===== src/rtl/core_pkg.sv =====
// Shared writeback types: register index, write request payload and the
// source tag registered alongside each register file write.
package core_pkg;

  localparam int XLEN = 64;

  typedef logic [4:0] reg_idx_t;

  typedef struct packed {
    reg_idx_t        rd;
    logic [XLEN-1:0] data;
  } wb_req_t;

  typedef enum logic [1:0] {
    WB_NONE,
    WB_ALU,
    WB_LD
  } wb_src_e;

endpackage


===== src/rtl/wb_fifo.sv =====
// Load response queue: a power-of-two deep FIFO of writeback requests.
// The caller never pushes when full or pops when empty.
module wb_fifo
  import core_pkg::*;
#(
  parameter  int DEPTH = 2,
  localparam int PW    = (DEPTH > 1) ? $clog2(DEPTH) : 1,
  localparam int CW    = $clog2(DEPTH + 1)
) (
  input  logic          clk,
  input  logic          rst,
  input  logic          push_i,
  input  wb_req_t       data_i,
  input  logic          pop_i,
  output wb_req_t       head_o,
  output logic [CW-1:0] count_o
);

  wb_req_t       mem_q [DEPTH];
  logic [PW-1:0] wptr_q, rptr_q;
  logic [CW-1:0] count_q;

  // Pointers wrap naturally because DEPTH is a power of two.
  always_ff @(posedge clk or posedge rst) begin
    if (rst) begin
      wptr_q  <= '0;
      rptr_q  <= '0;
      count_q <= '0;
    end else begin
      if (push_i) wptr_q <= wptr_q + PW'(1);
      if (pop_i)  rptr_q <= rptr_q + PW'(1);
      count_q <= count_q + CW'(push_i) - CW'(pop_i);
    end
  end

  always_ff @(posedge clk) begin
    if (push_i) mem_q[wptr_q] <= data_i;
  end

  assign head_o  = mem_q[rptr_q];
  assign count_o = count_q;

endmodule


===== src/rtl/wb_arbiter.sv =====
// Writeback arbiter: merges ALU results with queued load responses into one
// registered register file write per cycle and tracks pending loads.
module wb_arbiter
  import core_pkg::*;
#(
  parameter int LDQ_DEPTH  = 2,
  parameter int STARVE_MAX = 4
) (
  input  logic            clk,
  input  logic            rst,
  input  logic            alu_valid,
  output logic            alu_ready,
  input  reg_idx_t        alu_rd,
  input  logic [XLEN-1:0] alu_data,
  input  logic            ld_valid,
  output logic            ld_ready,
  input  reg_idx_t        ld_rd,
  input  logic [XLEN-1:0] ld_data,
  input  logic            iss_ld_valid,
  input  reg_idx_t        iss_ld_rd,
  output logic            rd_we,
  output reg_idx_t        rd,
  output logic [XLEN-1:0] rd_data,
  output logic [31:0]     busy
);

  localparam int SW = $clog2(STARVE_MAX + 1);
  localparam int CW = $clog2(LDQ_DEPTH + 1);

  logic [CW-1:0]   count;
  wb_req_t         head;
  wb_req_t         pushReq;
  logic            qEmpty, forceLd, aluWin, push, pop;
  logic [SW-1:0]   starve_q, starve_d;
  logic            rdWe_q, rdWe_d;
  reg_idx_t        rd_q, rd_d;
  logic [XLEN-1:0] rdData_q, rdData_d;
  wb_src_e         src_q, src_d;
  logic [31:0]     busy_q, busy_d;

  assign pushReq = '{rd: ld_rd, data: ld_data};

  wb_fifo #(.DEPTH(LDQ_DEPTH)) u_ldq (
    .clk     (clk),
    .rst     (rst),
    .push_i  (push),
    .data_i  (pushReq),
    .pop_i   (pop),
    .head_o  (head),
    .count_o (count)
  );

  // A load that has waited STARVE_MAX ALU wins at the head takes the slot.
  always_comb begin
    qEmpty    = (count == '0);
    forceLd   = !qEmpty && (starve_q == SW'(STARVE_MAX));
    alu_ready = !forceLd;
    ld_ready  = (count < CW'(LDQ_DEPTH));
    push      = ld_valid && ld_ready;
    aluWin    = alu_valid && alu_ready && (alu_rd != '0);
    pop       = !qEmpty && !aluWin;

    starve_d = '0;
    if (!qEmpty && aluWin)
      starve_d = (starve_q == SW'(STARVE_MAX)) ? starve_q : starve_q + SW'(1);

    rdWe_d   = 1'b0;
    rd_d     = rd_q;
    rdData_d = rdData_q;
    src_d    = WB_NONE;
    if (aluWin) begin
      rdWe_d   = 1'b1;
      rd_d     = alu_rd;
      rdData_d = alu_data;
      src_d    = WB_ALU;
    end else if (pop && (head.rd != '0)) begin
      rdWe_d   = 1'b1;
      rd_d     = head.rd;
      rdData_d = head.data;
      src_d    = WB_LD;
    end
  end

  // The clear is visible in the cycle the load write is presented; a new
  // issue to the same register in that cycle keeps the bit set.
  always_comb begin
    busy_d = busy_q;
    if (rdWe_q && (src_q == WB_LD)) busy_d[rd_q] = 1'b0;
    if (iss_ld_valid && (iss_ld_rd != '0)) busy_d[iss_ld_rd] = 1'b1;
    busy_d[0] = 1'b0;
  end

  assign busy = busy_d;

  always_ff @(posedge clk or posedge rst) begin
    if (rst) begin
      starve_q <= '0;
      rdWe_q   <= 1'b0;
      rd_q     <= '0;
      rdData_q <= '0;
      src_q    <= WB_NONE;
      busy_q   <= '0;
    end else begin
      starve_q <= starve_d;
      rdWe_q   <= rdWe_d;
      rd_q     <= rd_d;
      rdData_q <= rdData_d;
      src_q    <= src_d;
      busy_q   <= busy_d;
    end
  end

  assign rd_we   = rdWe_q;
  assign rd      = rd_q;
  assign rd_data = rdData_q;

endmodule

===== config.mk =====
export PLATFORM = sky130hd
export DESIGN_NAME = wb_arbiter
export DESIGN_NICKNAME = d
export VERILOG_FILES = /design/src/rtl/core_pkg.sv /design/src/rtl/wb_fifo.sv /design/src/rtl/wb_arbiter.sv
export SDC_FILE = /design/constraint.sdc
export NUM_CORES = 1
export LEC_CHECK = 0
export ABC_AREA = 1
export CAP_MARGIN = 15
export CORE_MARGIN = 3
export CORE_UTILIZATION = 35
export DETAILED_ROUTE_END_ITERATION = 8
export GPL_ROUTABILITY_DRIVEN = 1
export GPL_TIMING_DRIVEN = 0
export HOLD_SLACK_MARGIN = 0.1
export PLACE_DENSITY = 0.69
export SLEW_MARGIN = 20
export SYNTH_ARGS = -nofsm -noshare
export SYNTH_HDL_FRONTEND = slang
export SYNTH_SLANG_ARGS = --single-unit

===== constraint.sdc =====
create_clock -name clk -period 12.3 [get_ports clk]
set_input_delay 2.46 -clock clk [delete_from_list [all_inputs] [get_ports clk]]
set_output_delay 2.46 -clock clk [all_outputs]
set_load 0.05 [all_outputs]

==> results of run 1 <==
-- state kept, by name, indices dropped and copies added (netlist names) --
register       flops
starve_q           3
u_ldq.wptr_q       1
u_ldq.count_o      2
rd_data           64
u_ldq.mem_q      138
rd_we              1
busy_q            31
u_ldq.rptr_q       1
rd                 5
src_q              2
-- layer usage --
metal	vias up	track usage	wire length (µm)
li1	4113	-	-
met1	3995	0.235	12800
met2	281	0.309	14700
met3	71	0.0283	1590
met4	0	0.0767	1340
met5	-	0	0
-- cells by family after synthesis --
| group | Yosys count | share of synthesized area |
|---|---|---|
| DFF | 248 | 0.655 |
| xor gates and xnor gates | 5 | 0.00416 |
| buffers and inverters | 89 | 0.0456 |
| and+or+nand+nor | 671 | 0.253 |
| AOI/OAI and AO/OA | 72 | 0.0371 |
| other | 1 | 0.000356 |
| adders and majority gates | 4 | 0.00475 |
-- stage by stage --
step / utilization / total power, W / area, µm² / hold WS, ns
floorplan: - / 0.00233 / 10500 / 0.431
global placement: 0.463 / 0.00291 / 13500 / 0.445
detailed placement: 0.470 / 0.00295 / 13700 / 0.451
CTS: 0.499 / 0.00374 / 14600 / 0.459
global route: 0.499 / 0.00391 / 14600 / 0.497
finish: 0.499 / 0.00371 / 14600 / 0.460
-- where the power goes --
part	switching (W)	leakage (nW)	internal (W)
sequential	0.000111	2.51	0.00113
combinational	0.00115	3.46	0.000533
clock	0.000323	0.414	0.000455
total	0.00158	6.38	0.00212
-- final timing paths --
path	from	slack [ns]	cells past startpoint	to
min in group asynchronous	rst	2.33	2	busy_q[16]$_DFF_PP0_
max in group asynchronous	rst	9.25	3	rd_data[51]$_DFFE_PP0P_
hold reg to reg	starve_q[0]$_DFFE_PP0P_	0.46	1	starve_q[0]$_DFFE_PP0P_
setup / recovery	iss_ld_rd[1]	4.73	8	busy[4]
setup reg to reg	starve_q[0]$_DFFE_PP0P_	10.23	10	rd_data[51]$_DFFE_PP0P_
hold / removal	starve_q[0]$_DFFE_PP0P_	0.46	1	starve_q[0]$_DFFE_PP0P_
-- placed cells by master, fill, tap and decap left out, types with 4 or more instances in the layout --
master	instances
buf_16	5
buf_2	24
buf_6	15
clkbuf_1	23
clkbuf_16	27
clkbuf_8	4
clkdlybuf4s50_1	250
dfrtp_1	110
edfxtp_1	138
ha_1	4
inv_1	35
nand2_1	558
nand3_1	85
nor2_1	17
nor2_4	5
o21ai_0	64
o31ai_1	5
-- area by class of cell --
type                            count  area share
Sequential cell                   248       0.473
Multi-Input combinational cell    753       0.217
Timing Repair Buffer              257       0.184
Clock buffer                       45      0.0538
Tap cell                          384      0.0330
Buffer                             52      0.0235
Inverter                           37     0.00988
Clock inverter                      5     0.00447
Antenna cell                        3    0.000515
-- worst max-delay path: stages --
cell	delay, ns
clkdlybuf4s50_1	0.53
inv_1	0.07
nand2_1	0.26
o21ai_0	0.19
inv_1	0.19
nand3_1	0.16
o21ai_0	0.37
clkdlybuf4s50_1	0.88
==> out/summary.txt, run 1 <==
CTS tree: done
CTS Buf Count: 27
Drt wl/cell: 17.1 µm
Max Slew Vio Count: 0
Fraction of layout cells with a size suffix above 1: 0.0687
Clk buf depth: 3
Most frequent cell after synthesis: nand2_1
Area of the multi-input gates: 3170 µm²
Synth top area share: 0.394
Layout Skew: 0.0204 ns
Cts hold-fix bufs: 0
Detailed placement HPWL: 22100 µm
Final period util: 0.616
# nets final: 1528
Port Buf Inserts: 250
Post-synth EDFFs: 138
Fin cells: 1784
Total GRT Usage: 0.183
Placer Congestion: 0.868
Netlist cell types: 27
Max H-tree Level: 1
Dpl ws: 4.82 ns
Rows: 62
Area growth syn-to-layout: 38.3%
Reg clk slew, reported paths: 0.06 ns
Worst IR drop on VDD: 0.163 mV
Final ANT Viol Nets: 0
Area leader, netlist: edfxtp_1
Initial DRC Count: 488
Initial core utilization: 0.361
Mapped Nets: 1242
Syn Area/Cell: 9.66 µm²
Largest fanout on the critical path: 8
Placed insts: 1731
Core box area: 29200 µm²
Total grt overflow: 0
Synth Flop Type: edfxtp_1
PwrDens: 254 nW/µm²
Required time of the critical path: 9.84 ns
Die area: 32200 µm²
First-pass GRT wire length: 47000 µm
Flops & latches, synth: 248
Cell Area, Synth: 10500 µm²
HP Class: reg -> reg
Run status: finished clean
RSZ-0062 raised after global routing: no
Die Height: 179 µm
Final hold vios: 0
Die W: 179 µm
CP arrival: 5.11 ns
Setup bufs post-CTS: 0
Final setup margin: 4.73 ns
Via count: 8460
Pin count of the biggest net entering global routing: 69
Setup_tns: 0 ns
CTS sink count: 248
Number of global-route vias before repair: 8330
Vias per cell: 4.74
Ys async rst share: 0.444
Top cells by area, synth: edfxtp_1 39%, dfrtp_1 26%, nand2_1 20%
Critical Path End Type: primary output
Max-Cap Viols: 0
Top cells by count, synth: 558 x nand2_1, 138 x edfxtp_1, 110 x dfrtp_1
Final setup vio count: 0
Worst-Margin Slew: 0.607 ns
Setup CP Type: in -> out
Seq/Total Area, Yosys: 0.655
Final min period: 7.57 ns
Sequential cell area: 6900 µm²
Clk_lat worst skew: 0.55 ns
Drt pass-1 iters: 5
Ports: 252
Ys Warns: 0
Antenna violations before repair: 3
Fmax: 132 MHz
# DRC: 0
Crit start category: primary input
Cell count after synthesis: 1090
Slew headroom: 0.594
Root buffer cell: clkbuf_16
Leakage power: 6.38 nW
Total wire length: 30400 µm
Layout filler cell count: 2685
Cts repair resizes: 0
Power figures use the tool's default switching activity.
==> run 2, diff against run 1 <==
- PLACE_DENSITY: 0.69 -> 0.71
- clock period: 12.3 -> 6.3 ns (I/O delays scaled with it)
==> out/summary.txt, run 2 (synthesis results as in run 1) <==
Run status: finished clean
Setup CP Type: in -> out
Final ANT Viol Nets: 0
Max Slew Vio Count: 0
CTS sink count: 248
Max reg flops: 138
Ports: 252
Total GRT Usage: 0.182
Leakage power: 6.44 nW
Initial DRC Count: 516
Met2 wire len: 15100 µm
Worst reg2reg startpoint: starve_q[0]$_DFFE_PP0P_
# nets final: 1529
Layout Skew: 0.0209 ns
CP startpoint: iss_ld_rd[1]
HP Class: reg -> reg
Vias per cell: 4.77
Setup bufs post-CTS: 0
Layout filler cell count: 2672
Antenna violations before repair: 2
Sequential cell area: 6900 µm²
Worst IR drop on VDD: 0.293 mV
Top delay family on crit path: buffers and inverters
Slew headroom: 0.593
PwrDens: 504 nW/µm²
Drt wl/cell: 16.9 µm
WP depth: 8
Sw Pwr: 0.00312 W
Total wire length: 30200 µm
Rows: 62
Die Height: 179 µm
Clk buf depth: 3
Via count: 8518
Worst hold margin: 0.458 ns
Placed Area: 13700 µm²
Number of global-route vias before repair: 8534
R2R Setup Slk: 4.24 ns
CP max stage delay: 0.88 ns
Worst-Margin Slew: 0.609 ns
Die W: 179 µm
Die area: 32200 µm²
Max H-tree Level: 1
Largest fanout on the critical path: 8
Met3 routed WL: 1910 µm
Root buffer cell: clkbuf_16
# DRC: 0
Cts hold-fix bufs: 0
P_int: 0.00428 W
First-pass GRT wire length: 47400 µm
Reg power frac: 0.329
Most common cell after layout, fill and taps aside: nand2_1
Final period util: 0.823
WL met1: 12300 µm
Initial core utilization: 0.361
Cts repair resizes: 0
Fmax: 193 MHz
CTS tree: done
Area of the multi-input gates: 3170 µm²
Detailed placement HPWL: 21800 µm
CP endpoint: busy[4]
Fin area: 14700 µm²
Required time of the critical path: 5.04 ns
Gate power share: 0.444
CP arrival: 3.93 ns
Port Buf Inserts: 250
RSZ-0062 raised after global routing: no
Clock Power Share: 0.227
Critical Path End Type: primary output
CTS Buf Count: 28
Final core area utilization: 0.503
Reg2reg path depth: 10
Final setup vio count: 0
Area growth syn-to-layout: 39.4%
Crit-path cells: clkdlybuf4s50_1 > inv_1 > nand2_1 > o21ai_0 > inv_1 > nand3_1 > o21ai_0 > clkdlybuf4s50_1
Core box area: 29200 µm²
Placer Congestion: 0.896
Final min period: 5.19 ns
CP max stage cell: clkdlybuf4s50_1
Net Sw Frac: 0.422
Total grt overflow: 0
Crit start category: primary input
Reg2Reg Capture Point: rd_data[21]$_DFFE_PP0P_
Setup_tns: 0 ns
WP buf/inv: 4
Max-Cap Viols: 0
Final hold vios: 0
Reg clk slew, reported paths: 0.06 ns
Fraction of layout cells with a size suffix above 1: 0.0758
Pin count of the biggest net entering global routing: 70
Max Used Layer: met5
Drt pass-1 iters: 5
Most frequent cells in the layout: 558 x nand2_1, 250 x clkdlybuf4s50_1, 138 x edfxtp_1
Top reg by flops: u_ldq.mem_q
Clk_lat worst skew: 0.54 ns
run 2: cell count changes in the layout (fill, tap and decap cells not counted):
cell,delta
clkbuf_16,+3
bufinv_16,+2
clkinvlp_4,+2
inv_16,-1
clkbuf_1,-10
clkinv_1,+2
diode_2,-2
clkbuf_8,-1
clkinv_2,+4
clkinv_4,+1
run 2: per-stage QoR:
step	worst slack, ns	instances	power (W)
after floorplan	1.52	1090	0.00454
after global placement	-0.728	1724	0.00567
after detailed placement	1.19	1731	0.00576
after CTS	1.17	1783	0.00745
after global routing	1.04	1784	0.00779
final	1.11	1784	0.00740
run 2: worst min-delay path by stage:
| stage | start | to | slack [ns] | depth (start not counted) |
|---|---|---|---|---|
| detailed placement | starve_q[0]$_DFFE_PP0P_ | starve_q[0]$_DFFE_PP0P_ | 0.45 | 1 |
| CTS | starve_q[0]$_DFFE_PP0P_ | starve_q[0]$_DFFE_PP0P_ | 0.46 | 1 |
| floorplan | starve_q[0]$_DFFE_PP0P_ | starve_q[0]$_DFFE_PP0P_ | 0.43 | 1 |
| global route | starve_q[0]$_DFFE_PP0P_ | starve_q[0]$_DFFE_PP0P_ | 0.51 | 1 |
| finish | starve_q[0]$_DFFE_PP0P_ | starve_q[0]$_DFFE_PP0P_ | 0.46 | 1 |
| global placement | starve_q[0]$_DFFE_PP0P_ | starve_q[0]$_DFFE_PP0P_ | 0.45 | 1 |
run 2: final cells by class:
class | instances | share of cell area
antenna | 1 | 0.000171
buffer | 52 | 0.0233
clock buffer | 37 | 0.0550
clock inverter | 15 | 0.0107
inverter | 37 | 0.00980
multi-input combinational | 753 | 0.216
sequential | 248 | 0.470
tap | 384 | 0.0327
timing repair buffer | 257 | 0.183
run 2: layer usage:
layer,track usage,vias to the layer above
met2,0.320,332
met4,0.0523,2
met1,0.231,4025
li1,-,4110
met3,0.0325,49
met5,0,-
run 2: power groups by stage:
stage | Combinational [W] | Sequential (W) | Clock, W
after CTS | 0.00331 | 0.00243 | 0.00171
after global routing | 0.00353 | 0.00248 | 0.00178
after detailed placement | 0.00330 | 0.00246 | 0
final | 0.00329 | 0.00243 | 0.00168
after global placement | 0.00319 | 0.00248 | 0
after floorplan | 0.00134 | 0.00320 | 0
==> run 3, diff against run 2 <==
- PLACE_DENSITY: 0.71 -> 0.69
- clock period: 6.3 -> 5.2 ns (I/O delays scaled with it)
==> results of run 3 <==
Same layout as run 1 (identical final DEF). Status: finished clean.
Main changes from that run: setup slack after placement 4.82 ns -> 0.561 ns; setup slack after layout 4.73 ns -> 0.467 ns; register-to-register setup slack 10.23 ns -> 3.13 ns; total power 0.00371 W -> 0.00877 W; worst IR drop on VDD 0.163 mV -> 0.385 mV
